[src/rtl/rr_priority_arbiter_generic.sv]
// rtl/rr_priority_arbiter_generic.sv - registered n-way round-robin / fixed-priority arbiter
//
// Registered arbiter with round-robin fairness, a runtime fixed-priority mode,
// grant locking and a bounded hold timer. It replaces the combinational
// priority encoder and keeps the same y/v meaning.
//
// Parameters:
//   n         number of requesters (2..32)
//   max_hold  max consecutive grant cycles while others wait; 0 = unlimited
//
// Ports:
//   clk        rising-edge clock
//   rst_n      asynchronous active-low reset
//   req        request vector; bit k is held high by requester k until served
//   fixed_pri  1 = fixed priority (index n-1 highest), 0 = round-robin
//   grant      one-hot grant, registered
//   y          binary index of the granted requester, 0 when v=0
//   v          grant valid (equals |grant)

module rr_priority_arbiter_generic #(
  parameter int n        = 4,
  parameter int max_hold = 8
) (
  input  logic                 clk,
  input  logic                 rst_n,
  input  logic [n-1:0]         req,
  input  logic                 fixed_pri,
  output logic [n-1:0]         grant,
  output logic [$clog2(n)-1:0] y,
  output logic                 v
);

  localparam int yw = $clog2(n);
  localparam int cw = (max_hold > 0) ? $clog2(max_hold + 1) : 1;

  localparam logic [cw-1:0] cnt_max = cw'(max_hold);
  localparam logic [cw-1:0] cnt_one = cw'(1);
  localparam logic [yw-1:0] ptr_rst = yw'(n - 1);

  typedef enum logic {
    IDLE  = 1'b0,
    GRANT = 1'b1
  } state_t;

  state_t          state;
  logic [yw-1:0]   ptr;
  logic [cw-1:0]   cnt;

  logic [n-1:0]    cand;
  logic            found;
  logic [yw-1:0]   win;
  logic [yw-1:0]   rr_idx;
  logic            holder_req;
  logic            hold_ok;

  // While a grant is active the current holder is excluded from the
  // candidates: a new winner is only needed on release or forced rotation.
  always_comb begin
    cand = req;
    if (state == GRANT) begin
      cand = req & ~grant;
    end
  end

  // Winner selection. Both loops overwrite on every hit so the preferred
  // candidate is the last one written: the highest index in fixed mode, and
  // the nearest index after ptr in round-robin mode (loop runs far-to-near).
  always_comb begin
    found  = 1'b0;
    win    = '0;
    rr_idx = '0;
    if (fixed_pri) begin
      for (int i = 0; i < n; i++) begin
        if (cand[i]) begin
          found = 1'b1;
          win   = yw'(i);
        end
      end
    end else begin
      for (int i = n; i >= 1; i--) begin
        rr_idx = yw'((int'(ptr) + i) % n);
        if (cand[rr_idx]) begin
          found = 1'b1;
          win   = rr_idx;
        end
      end
    end
  end

  // Holder still requesting, and still inside its hold budget.
  assign holder_req = |(req & grant);
  assign hold_ok    = (max_hold == 0) || (cnt < cnt_max);

  always_ff @(posedge clk or negedge rst_n) begin
    if (!rst_n) begin
      state <= IDLE;
      grant <= '0;
      y     <= '0;
      v     <= 1'b0;
      ptr   <= ptr_rst;
      cnt   <= '0;
    end else begin
      case (state)
        IDLE: begin
          if (found) begin
            state <= GRANT;
            grant <= n'(1) << win;
            y     <= win;
            v     <= 1'b1;
            ptr   <= win;
            cnt   <= cnt_one;
          end
        end

        GRANT: begin
          if (!holder_req) begin
            // Release: hand over directly with no idle cycle when possible.
            if (found) begin
              grant <= n'(1) << win;
              y     <= win;
              ptr   <= win;
              cnt   <= cnt_one;
            end else begin
              state <= IDLE;
              grant <= '0;
              y     <= '0;
              v     <= 1'b0;
              cnt   <= '0;
            end
          end else if (hold_ok) begin
            // Locked grant; cnt only advances when a limit exists.
            if (max_hold != 0) begin
              cnt <= cnt + cnt_one;
            end
          end else if (found) begin
            // Hold budget spent and a competitor is waiting.
            grant <= n'(1) << win;
            y     <= win;
            ptr   <= win;
            cnt   <= cnt_one;
          end
          // Budget spent with no competitor: keep the grant and leave cnt at
          // max_hold so rotation fires as soon as a competitor shows up.
        end

        default: begin
          state <= IDLE;
          grant <= '0;
          y     <= '0;
          v     <= 1'b0;
          cnt   <= '0;
        end
      endcase
    end
  end

endmodule
[config.mk]
export PLATFORM = sky130hd
export DESIGN_NAME = rr_priority_arbiter_generic
export DESIGN_NICKNAME = d
export VERILOG_FILES = /design/src/rtl/rr_priority_arbiter_generic.sv
export SDC_FILE = /design/constraint.sdc
export NUM_CORES = 1
export LEC_CHECK = 0
export BUFFER_PORTS_ARGS = -buffer_cell sky130_fd_sc_hd__buf_4
export CORE_MARGIN = 2
export CORE_UTILIZATION = 58
export CTS_CLUSTER_DIAMETER = 100
export CTS_CLUSTER_SIZE = 40
export DETAILED_ROUTE_END_ITERATION = 10
export PLACE_DENSITY = 0.83
export SYNTH_ARGS = -nofsm -noshare
export SYNTH_HDL_FRONTEND = slang
export SYNTH_SLANG_ARGS = --single-unit
[constraint.sdc]
create_clock -name clk -period 2.83 [get_ports clk]
set_input_delay 0 -clock clk [delete_from_list [all_inputs] [get_ports clk]]
set_output_delay 0 -clock clk [all_outputs]
set_load 0.03 [all_outputs]
# Yosys cells after proc, flatten, opt, wreduce, memory -nomap -nowiden
# Cells that the tools add are included.
# W data, S select, Z words.
[word_totals]
reg_bits = 14
latch_bits = 0
mem_bits_rw = 0
rom_bits = 0
input_bits = 7
output_inout_bits = 7
word_cells = 79
n_memories = 0
[op_classes]
n_addsub = 5
n_mul = 0
div_mod_pow = 0
order_cmp = 5
eq_ne = 4
shift = 1
n_mux = 52
bitwise_logic = 4
n_reduce_logical = 2
[ops]
columns = ["cell", "count"]
rows = [
  ["$mux W4", 8],
  ["$mux W2", 14],
  ["$mux W1", 20],
  ["$pmux W4 S2", 2],
  ["$lt A2 B3 Y1 const B", 4],
  ["$and A4 B4 Y4", 2],
  ["$bmux W1 S2", 4],
  ["$pmux W2 S2", 2],
  ["$ne A2 B2 Y1 const B", 3],
  ["$add A2 B1 Y2 const B", 2],
  ["$add A2 B2 Y2 const B", 2],
  ["$add A4 B1 Y4 const B", 1],
  ["$lt A4 B4 Y1 const B", 1],
  ["$not A4 Y4", 1],
  ["$pmux W1 S2", 2],
  ["$reduce_or A4 Y1", 1],
  ["$shl A1 B2 Y4 const A", 1],
  ["$ne A3 B3 Y1 const B", 1],
  ["$reduce_and A3 Y1", 1],
  ["$not A1 Y1", 1],
]

# Logic depth before layout (Yosys ltp)
# Gate-level depths: netlist of the first run.
[depth]
ltp_word = 15
mapped_depth = 7
depth_no_buf = 5

# Worst setup path before layout of the first run
# No wires, ideal clock.
[synth_path]
path_type = "reg-to-reg"
from = "reg grant[1]"
to = "reg y[1]"
setup_ps = 119
arrival_time_ps = 1580
t_required_ps = 2711
slack_ps = 1131
path_stages_with_launch = 6
path_buffers = 0
synth_period_minus_slack_ps = 1699
path_cell_list = "dfrtp_1 -> a21bo_2 -> a32oi_2 -> o21ai_2 -> o31ai_2 -> a21bo_1"
[synth_via]
elab_chain_len = 14
word_cells_on_any_way = 32
classes_between = "eq/ne (1); mux (27); bitwise (3); reduce/logical (1)"
[synth_rtl]
columns = ["element", "line_no", "rtl"]
rows = [
  ["from (decl)", "28", "output logic [n-1:0] grant,"],
  ["from (signal assigned)", "107", "grant <= n'(1) << win;"],
  ["from (signal assigned)", "119", "grant <= n'(1) << win;"],
  ["from (signal assigned)", "137", "grant <= n'(1) << win;"],
  ["$not A4 Y4", "61", "cand = req & ~grant;"],
  ["$and A4 B4 Y4", "61", ""],
  ["$mux W4", "60", "if (state == GRANT) begin"],
  ["$bmux W1 S2", "82", "if (cand[rr_idx]) begin"],
  ["$mux W1 (not written as such)", "82", ""],
  ["$mux W2 or $mux W1 (tied branches) (4 in a row)", "82", ""],
  ["$mux W2 or $mux W1 (tied branches)", "72", "if (fixed_pri) begin"],
  ["$mux W2", "105, 135", ""],
  ["$mux W2", "130", "end else if (hold_ok) begin"],
  ["$mux W2", "116", "if (!holder_req) begin"],
  ["$pmux W2 S2", "103", "case (state)"],
  ["to (signal assigned)", "108", "y <= win;"],
  ["to (signal assigned)", "120", "y <= win;"],
  ["to (signal assigned)", "138", "y <= win;"],
  ["to (decl)", "29", "output logic [$clog2(n)-1:0] y,"],
]
# Several ways; a longest one is shown, not always the timed one. The select of a mux whose other input is x is not followed.
# A chain may end at the register's enable or synchronous reset.

# Worst setup path in the final report of the first run
[layout_path]
from = "reg state"
to = "reg grant[1]"
[layout_via]
elab_chain_len = 13
word_cells_on_any_way = 34
classes_between = "eq/ne (1); shift (1); mux (31); bitwise (1)"
[layout_rtl]
columns = ["element", "line_no", "rtl"]
rows = [
  ["from (decl)", "45", "state_t state;"],
  ["from (signal assigned)", "96", "state <= IDLE;"],
  ["from (signal assigned)", "106", "state <= GRANT;"],
  ["from (signal assigned)", "124", "state <= IDLE;"],
  ["$mux W4", "60", ""],
  ["$bmux W1 S2", "82", ""],
  ["$mux W1 (not written as such)", "82", ""],
  ["$mux W2 (4 in a row)", "82", ""],
  ["$mux W2", "72", ""],
  ["$shl A1 B2 Y4", "107, 119, 137", ""],
  ["$mux W4", "105, 135", ""],
  ["$mux W4", "130", ""],
  ["$mux W4", "116", ""],
  ["$pmux W4 S2", "103", ""],
]
# Several ways; a longest one is shown, not always the timed one. The select of a mux whose other input is x is not followed.

==> results of run 1 <==
## cell usage in the layout (no fill, tap or decap), types with 2 or more instances in the layout
cell and instances:
dfstp_2 2, a21boi_0 2, a21oi_1 2, a22oi_1 4, inv_1 5, and2_4 2
clkbuf_4 3, a21boi_2 2, nand3_1 2, nor2b_1 2, nor2_1 10, o2bb2ai_1 2
nand2b_1 2, a22o_1 3, o21ai_0 3, a32oi_1 2, buf_4 13, a21bo_1 2
dfrtp_1 12, nand2_1 6
## power breakdown
part           switching (mW)  internal (mW)
registers              0.0962          0.291
logic                   0.347          0.267
clock network          0.0649         0.0782
total                   0.508          0.637
## flip-flops by register name, summed over array words and instances, names as in the netlist
signal	flops
cnt	4
grant	4
ptr	2
state	1
v	1
y	2
## final timing paths
| path | slack (ns) | start | to |
|---|---|---|---|
| hold / removal | 0.1 | rst_n | cnt[3] |
| min in group clk | 0.20 | req[1] | state |
| setup reg to reg | 0.89 | state | grant[1] |
| hold reg to reg | 0.49 | y[1] | y[1] |
| max in group asynchronous | 2.48 | rst_n | ptr[1] |
| setup / recovery | 0.89 | state | grant[1] |
## cell families after synthesis
family / Yosys count / synth area share [%]
AOI/OAI and AO/OA: 38 / 36.34
and+or+nand+nor: 28 / 17.20
DFF: 14 / 39.11
buffers and inverters: 8 / 4.993
xor gates and xnor gates: 1 / 0.9711
adders and majority gates: 1 / 1.387
## worst max-delay path: stages (launching register included)
cell      delay [ns]
dfrtp_1         0.59
nor2b_1         0.32
a21boi_0        0.41
a21oi_2         0.13
nor4b_4         0.17
a22o_1          0.21
## layout make-up
| type | instances | area, um^2 | area share, % |
|---|---|---|---|
| multi-input cells | 68 | 504.2 | 48.50 |
| flip-flops and latches | 14 | 352.8 | 33.93 |
| repair buffers | 14 | 107.6 | 10.35 |
| clock buffers | 4 | 36.28 | 3.490 |
| well taps | 16 | 20.02 | 1.925 |
| inverters | 5 | 18.77 | 1.805 |
## stage by stage
step / utilization (%) / total power [mW] / worst slack (ns)
3_3_place_gp: 66.72 / 0.9840 / 1.045
4_1_cts: 69.83 / 1.145 / 0.9488
2_1_floorplan: - / 0.8432 / 1.131
3_5_place_dp: 66.72 / 0.9979 / 0.9596
5_1_grt: 69.83 / 1.228 / 0.7508
6_report: 69.83 / 1.145 / 0.8936
## metal layers
layer / GRT usage, % / wire (um) / vias up
li1: - / - / 372
met1: 32.89 / 939 / 371
met2: 34.63 / 864 / 27
met3: 3.750 / 79 / 2
met4: 11.52 / 13 / 0
met5: 0 / 0 / -
==> flow_summary.toml, run 1 <==
[status]
run_status = "completed"

[sta]
min_period_ns = 1.936
fmax_mhz = 516.4
rsz0062_at_grt = "no"
slew_viol_final = 0
finClkSkew_ns = 0.005455
worst_slew_pin_slew_ns = 0.4032
slew_headroom_pct = 72.88
whs_ns = 0.09739
setup_viol = 0
final_hold_viol_count = 0
tns_ns = 0
period_share_pct = 68.42

[run]
maxCapViolCount = 0

[clock_network]
cts_hold_buf = 1
htreeDepth = 1
cts_buffer_depth = 2
cts_sinks = 14
clock_latency_ns = 0.28
cts_made_buffers = 3
cts_setup_buffers = 0
cts_tree = "done"
cts_resized = 0
clk_pin_slew_ns = 0.09
clock_tree.root_cell = "clkbuf_4"

[final_layout]
nNetsFinal = 114
postLayoutCellArea_um2 = 1040
final.fill_count = 120
fin_cells = 121
syn2layout_area_growth_pct = 15.26
diodes = 0
drive_gt1_share_pct = 29.52

[synthesis]
ys_ff_latch = 14
synth_top_cell_area_share_pct = 33.29
async_reset_ff_share_pct = 100.0
synth_nets = 98
ys_top_cells_by_area = "dfrtp_1 33%, dfstp_2 5.8%, nor2_1 4.2%, a22oi_1 3.3%, a22o_1 2.9%"
synth_area_per_cell_um2 = 10.02
synth_edf_count = 0
synthTopCellsByCount = "12 x dfrtp_1, 10 x nor2_1, 6 x nand2_1"
syn_inst = 90
yosysMostFrequentCell = "dfrtp_1"
ys_seq_area_share_pct = 39.11
yosysUniqueCellTypes = 42
synth_largest_area_cell = "dfrtp_1"
ys.flop_type = "dfrtp_1"
netlist_area_um2 = 902.1
yosys_warnings = 0

[power]
irDropWorstVdd_mv = 0.7059
leakage_nw = 0.4679
pwr_density_cell_nw_per_um2 = 1101

[route]
dr.first_iter.drc_count = 29
routed-via-count = 772
wl_per_cell_um = 15.67
drt_pass1_iterations = 4
wl_mm = 1.896
vias_per_cell = 6.380
drc = 0
antenna_left = 0

[floorplanning]
core_um2 = 1489
pin_count = 14
die_area_um2 = 1887
fp.dieH_um = 43.44
rows = 14
start_util_pct = 60.59
dieWidth_um = 43.44

[place]
post-dp-hpwl_mm = 1.440
dp.cells = 116
gp_congestion = 0.8212
port_buffers = 13
placed_area_um2 = 993.5

[setup_path]
crit_required_ns = 3.00
path_class = "reg -> reg"
end_kind = "flip-flop"
crit_fanout = 12
cp-start-kind = "flip-flop"
worst_r2r_path_depth = 5
arrival_ns = 2.11

[global_routing]
grt_max_degree = 15
grt_pass1_wl_mm = 3.208
overflow = 0
grt_antenna_before_repair = 0
grt_usage_pct = 23.24
grt_pass1_vias = 738

[worst_hold_path]
hold_class = "in -> async"
Power figures use the tool's default switching activity.
==> inputs of run 2 (changes only) <==
Settings changed: ABC_AREA from default to 1, CORE_UTILIZATION 58 to 50, PLACE_DENSITY 0.83 to 0.76.
Clock period 2.83 ns to 1.64 ns, I/O delays scaled along.
==> run 2 against run 1 <==
Compared with the run above:
- the run now ends with setup timing left
- fmax rose by 16%
- first-iteration DRC count fell by 69%
- combinational power rose to 2.9 times the previous value
- power rose by 130%
- critical endpoint is now y[0]
- highest routed layer unchanged
==> flow_summary.toml, run 2 <==
[status]
run_status = "finished, violations left"
violations = "setup timing"

[global_routing]
met3_usage_pct = 2.469
grt_busiest_layer = "met2"
grt_util_met1_pct = 23.74
overflow = 0
grt_usage_pct = 19.40
grt_pass1_vias = 869
grt_antenna_before_repair = 0
use_met2_pct = 36.34
grt_pass1_wl_mm = 3.670
grt_max_degree = 15

[final_layout]
final.fill_count = 160
nNetsFinal = 160
multi_input_area_um2 = 619.3
drive_gt1_share_pct = 39.33
final_common_cell = "nand2_1"
postLayoutCellArea_um2 = 1246
seq_area_um2 = 354.1
top_regs = "cnt: 4 flops, grant: 4 flops"
fin_cells = 177
diodes = 0
syn2layout_area_growth_pct = 26.56
finish.utilization_pct = 65.53
final_cell_mix = "34 x nand2_1, 17 x buf_4, 13 x nand2_2"

[clock_network]
htreeDepth = 1
cts_made_buffers = 3
clock_latency_ns = 0.27
clock_tree.root_cell = "clkbuf_4"
cts_sinks = 14
cts_buffer_depth = 2
clk_pin_slew_ns = 0.08
cts_tree = "done"

[floorplanning]
rows = 16
start_util_pct = 51.78
fp.dieH_um = 48.38
core_um2 = 1902
dieWidth_um = 48.38
pin_count = 14
die_area_um2 = 2340

[place]
gp_congestion = 0.8152
placed_area_um2 = 1116
port_buffers = 13
post-dp-hpwl_mm = 1.717
dp.cells = 171
pre_cts_ws_ns = -0.006348

[power]
irDropWorstVdd_mv = 1.185
pwr_density_cell_nw_per_um2 = 2077
leakage_nw = 0.6335

[synthesis]
ys.flop_type = "dfrtp_1"
synth_top_cell_area_share_pct = 30.50
synth_largest_area_cell = "dfrtp_1"
yosys_warnings = 0
synth_nets = 138
ys_top_cells_by_area = "dfrtp_1 30%, nand2_1 16%, nand3_1 8.1%, dfstp_2 5.3%, nand2_2 5.1%"
netlist_area_um2 = 984.7
synth_area_per_cell_um2 = 7.575
syn_inst = 130
ys_ff_latch = 14
yosysMostFrequentCell = "nand2_1"
synth_edf_count = 0
async_reset_ff_share_pct = 100.0
ys_seq_area_share_pct = 35.83
synthTopCellsByCount = "41 x nand2_1, 16 x nand3_1, 12 x dfrtp_1"
yosysUniqueCellTypes = 28

[worst_hold_path]
hold_class = "in -> async"

[sta]
slew_viol_final = 0
setup_viol = 5
rsz0062_at_grt = "yes"
fmax_mhz = 598.9
finClkSkew_ns = 0.004310
min_period_ns = 1.670
final_hold_viol_count = 0
setup_slack_ns = -0.02973
worst_slew_pin_slew_ns = 0.2923
period_share_pct = 101.8
tns_ns = -0.09036
slew_headroom_pct = 80.26

[route]
antenna_left = 0
wl_per_cell_um = 12.65
dr.first_iter.drc_count = 9
wl_mm = 2.239
vias_per_cell = 5.209
drc = 0
drt_pass1_iterations = 5
routed-via-count = 922

[setup_path]
worst_r2r_path_depth = 11
path_class = "reg -> reg"
end_kind = "flip-flop"
cp-start-kind = "flip-flop"
arrival_ns = 1.84
crit_fanout = 6
crit_required_ns = 1.81

[run]
maxCapViolCount = 0
run 2: path summary, 6_finish.rpt:
check	start	to	slack (ns)
worst max-delay path	ptr[0]	y[0]	-0.03
worst min-delay path	rst_n	grant[2]	0.10
worst max register to register	ptr[0]	y[0]	-0.03
worst min register to register	y[0]	y[0]	0.52
max in group asynchronous	rst_n	ptr[0]	1.30
min in group clk	req[0]	state	0.13
run 2: power by group:
part | internal (mW) | switching [mW] | leakage (nW)
clock network | 0.0851 | 0.104 | 0.0138
registers | 0.494 | 0.158 | 0.171
logic | 0.686 | 1.06 | 0.449
run 2: timing repair:
item / in CTS / in global routing
gates resized for setup: 0 / 19
endpoints found under the setup margin: 3 / 9
cloned: 0 / 0
buffers inserted: 1 / 1
pin swaps: 0 / 9
hold buffers: 1 / 0
endpoints found under the hold margin: 14 / 0
run 2: stage by stage:
step	hold WS [ns]	power (mW)
after global placement	-0.1449	2.050
final	0.1010	2.588
after global routing	0.1146	2.796
after detailed placement	-0.1419	2.078
after CTS	0.1194	2.281
after floorplan	-0.2956	1.756
run 2: metal layers:
layer  vias up  routed length, um
li1        464                  -
met2        15               1214
met3         4                 65
met1       439                934
met4         0                 25
met5         -                  0
run 2: final cells by class:
type                       count  area share, %
tap                           27          2.711
inverter                      15          4.719
timing repair buffer          19          12.65
clock buffer                   3          1.807
sequential                    14          28.41
multi-input combinational     99          49.70
run 2: cells by family after synthesis:
| group | after synthesis | share of synthesized area, % |
|---|---|---|
| xor gates and xnor gates | 2 | 2.542 |
| and+or+nand+nor | 81 | 42.06 |
| buffers and inverters | 17 | 8.005 |
| adders and majority gates | 1 | 1.270 |
| DFF | 14 | 35.83 |
| AOI/OAI and AO/OA | 15 | 10.29 |
run 2: critical path: stages (launching register included):
cell     delay, ns
dfstp_2       0.63
buf_12        0.13
xnor2_4       0.12
inv_2         0.07
nand2_1       0.06
nand2_1       0.06
nand2_2       0.08
nand2_2       0.05
nand2_2       0.08
nand3_4       0.11
nand2_4       0.10
o21ai_1       0.06
==> inputs of run 3 (changes only) <==
Settings changed: BUFFER_PORTS_ARGS -buffer_cell sky130_fd_sc_hd__buf_4 to default, CORE_MARGIN 2 to default, CORE_UTILIZATION 50 to 55, DONT_BUFFER_PORTS from default to 1, PLACE_DENSITY 0.76 to 0.75.
==> run 3 against run 2 <==
Compared with the run above:
- the flow still finishes with violations (setup timing)
- via count rose by 7.5%
- combinational power fell by 9.7%
- cell count fell by 3.4%
==> flow_summary.toml, run 3 (synthesis results as in run 2) <==
[status]
run_status = "finished, violations left"
violations = "setup timing"

[setup_path]
cpLargestDelayFamily = "simple AND/OR/NAND/NOR gates"
path_class = "reg -> reg"
path_cells = "buf_12, xnor2_4, inv_2, nand2_1, nand2_1, inv_1, nand2_1, nand2_1, nand3_2, nand2_4, nand2_2, nand2_1"
crit_required_ns = 1.87
critical-path-max-stage-delay_ns = 0.63
arrival_ns = 1.97
crit_top_cell = "nand2_1"
crit_fanout = 7
crit_buf_inv = 3
end_kind = "flip-flop"
cp_slowest_cell = "dfstp_2"
cp-start-kind = "flip-flop"

[sta]
fmax_mhz = 574.0
slew_headroom_pct = 57.47
slew_viol_final = 0
setup_viol = 7
worst_slew_pin_slew_ns = 0.6358
final_hold_viol_count = 0
rsz0062_at_grt = "yes"
tns_ns = -0.5134
finClkSkew_ns = 0.002449
min_period_ns = 1.742
setup_slack_ns = -0.1023
period_share_pct = 106.2
whs_ns = 0.03392

[route]
wl_mm = 2.416
vias_per_cell = 5.795
antenna_left = 0
wl_per_cell_um = 14.13
dr.first_iter.drc_count = 26
drt_pass1_iterations = 7
drc = 0
routed-via-count = 991

[final_layout]
top_regs = "cnt: 4 flops, grant: 4 flops"
multi_input_area_um2 = 584.3
final.fill_count = 110
fin_cells = 171
finish.utilization_pct = 74.88
drive_gt1_share_pct = 31.29
syn2layout_area_growth_pct = 21.22
seq_area_um2 = 354.1
final_common_cell = "nand2_1"
diodes = 0
final_cell_mix = "37 x nand2_1, 15 x nand3_1"
nNetsFinal = 156
postLayoutCellArea_um2 = 1194

[clock_network]
cts_made_buffers = 3
htreeDepth = 1
cts_tree = "done"
clock_tree.root_cell = "clkbuf_4"
clk_pin_slew_ns = 0.09
cts_sinks = 14
cts_buffer_depth = 2
clock_latency_ns = 0.29

[global_routing]
overflow = 0
grt_pass1_vias = 870
grt_usage_pct = 25.71
grt_pass1_wl_mm = 3.615
grt_max_degree = 15
grt_antenna_before_repair = 0

[floorplanning]
pin_count = 14
core_um2 = 1594
fp.dieH_um = 44.31
start_util_pct = 61.77
die_area_um2 = 1963
rows = 14
dieWidth_um = 44.31

[power]
irDropWorstVdd_mv = 1.173
pwr_density_cell_nw_per_um2 = 2145
leakage_nw = 0.6135

[place]
port_buffers = 0
post-dp-hpwl_mm = 1.637
gp_congestion = 0.9643
dp.cells = 160
placed_area_um2 = 1052

[run]
maxCapViolCount = 0

[worst_hold_path]
hold_class = "in -> reg"
[run 3: worst register-to-register path: stages (launching register included)]
cell and delay (ns):
dfstp_2 0.63, buf_12 0.14, xnor2_4 0.13, inv_2 0.08, nand2_1 0.08, nand2_1 0.06, inv_1 0.06, nand2_1 0.05
nand2_1 0.06, nand3_2 0.14, nand2_4 0.12, nand2_2 0.05, nand2_1 0.07
[run 3: power by group]
group	switching (mW)	internal, mW	leakage [nW]	total [mW]
Combinational	0.937	0.638	0.422	1.58
Clock	0.121	0.135	0.0210	0.256
Sequential	0.237	0.492	0.171	0.729
Total	1.29	1.27	0.613	2.56
[run 3: cell type report]
type	instances	area share, %
clock buffers	4	3.040
flip-flops and latches	14	29.66
multi-input cells	99	48.95
repair buffers	15	11.11
inverters	15	4.717
well taps	24	2.516
[run 3: metal layers]
layer	vias up	share of wire, %	wire length [um]	track usage (%)
met2	57	48	1153	39.41
met4	0	3.1	75	15.15
met3	13	8.6	208	6.122
met5	-	0	0	0
met1	466	41	979	33.07
li1	455	-	-	-
[run 3: path summary, 6_finish.rpt]
kind                            cells after the start  slack (ns)        to       from
worst min register to register                      2        0.56    cnt[1]     cnt[1]
worst max register to register                     12       -0.10  grant[0]     ptr[0]
min in group asynchronous                           1        0.17      y[0]      rst_n
max in group asynchronous                           1        1.03     state      rst_n
worst max-delay path                               12       -0.10  grant[0]     ptr[0]
worst min-delay path                                4        0.03  grant[3]  fixed_pri
[run 3: repair_timing]
item	CTS	global route
endpoints found under the setup margin	2	9
hold buffers	3	0
pin swaps	0	6
resized for setup	0	8
setup buffers	2	2
hold endpoints to repair	15	0
[run 3: per-stage QoR]
step	power (mW)	setup WS [ns]
after detailed placement	2.015	0.0007457
after global placement	1.993	0.04255
after global routing	2.744	-0.1789
final	2.560	-0.1023
after CTS	2.323	0.01057
after floorplan	1.756	0.1180
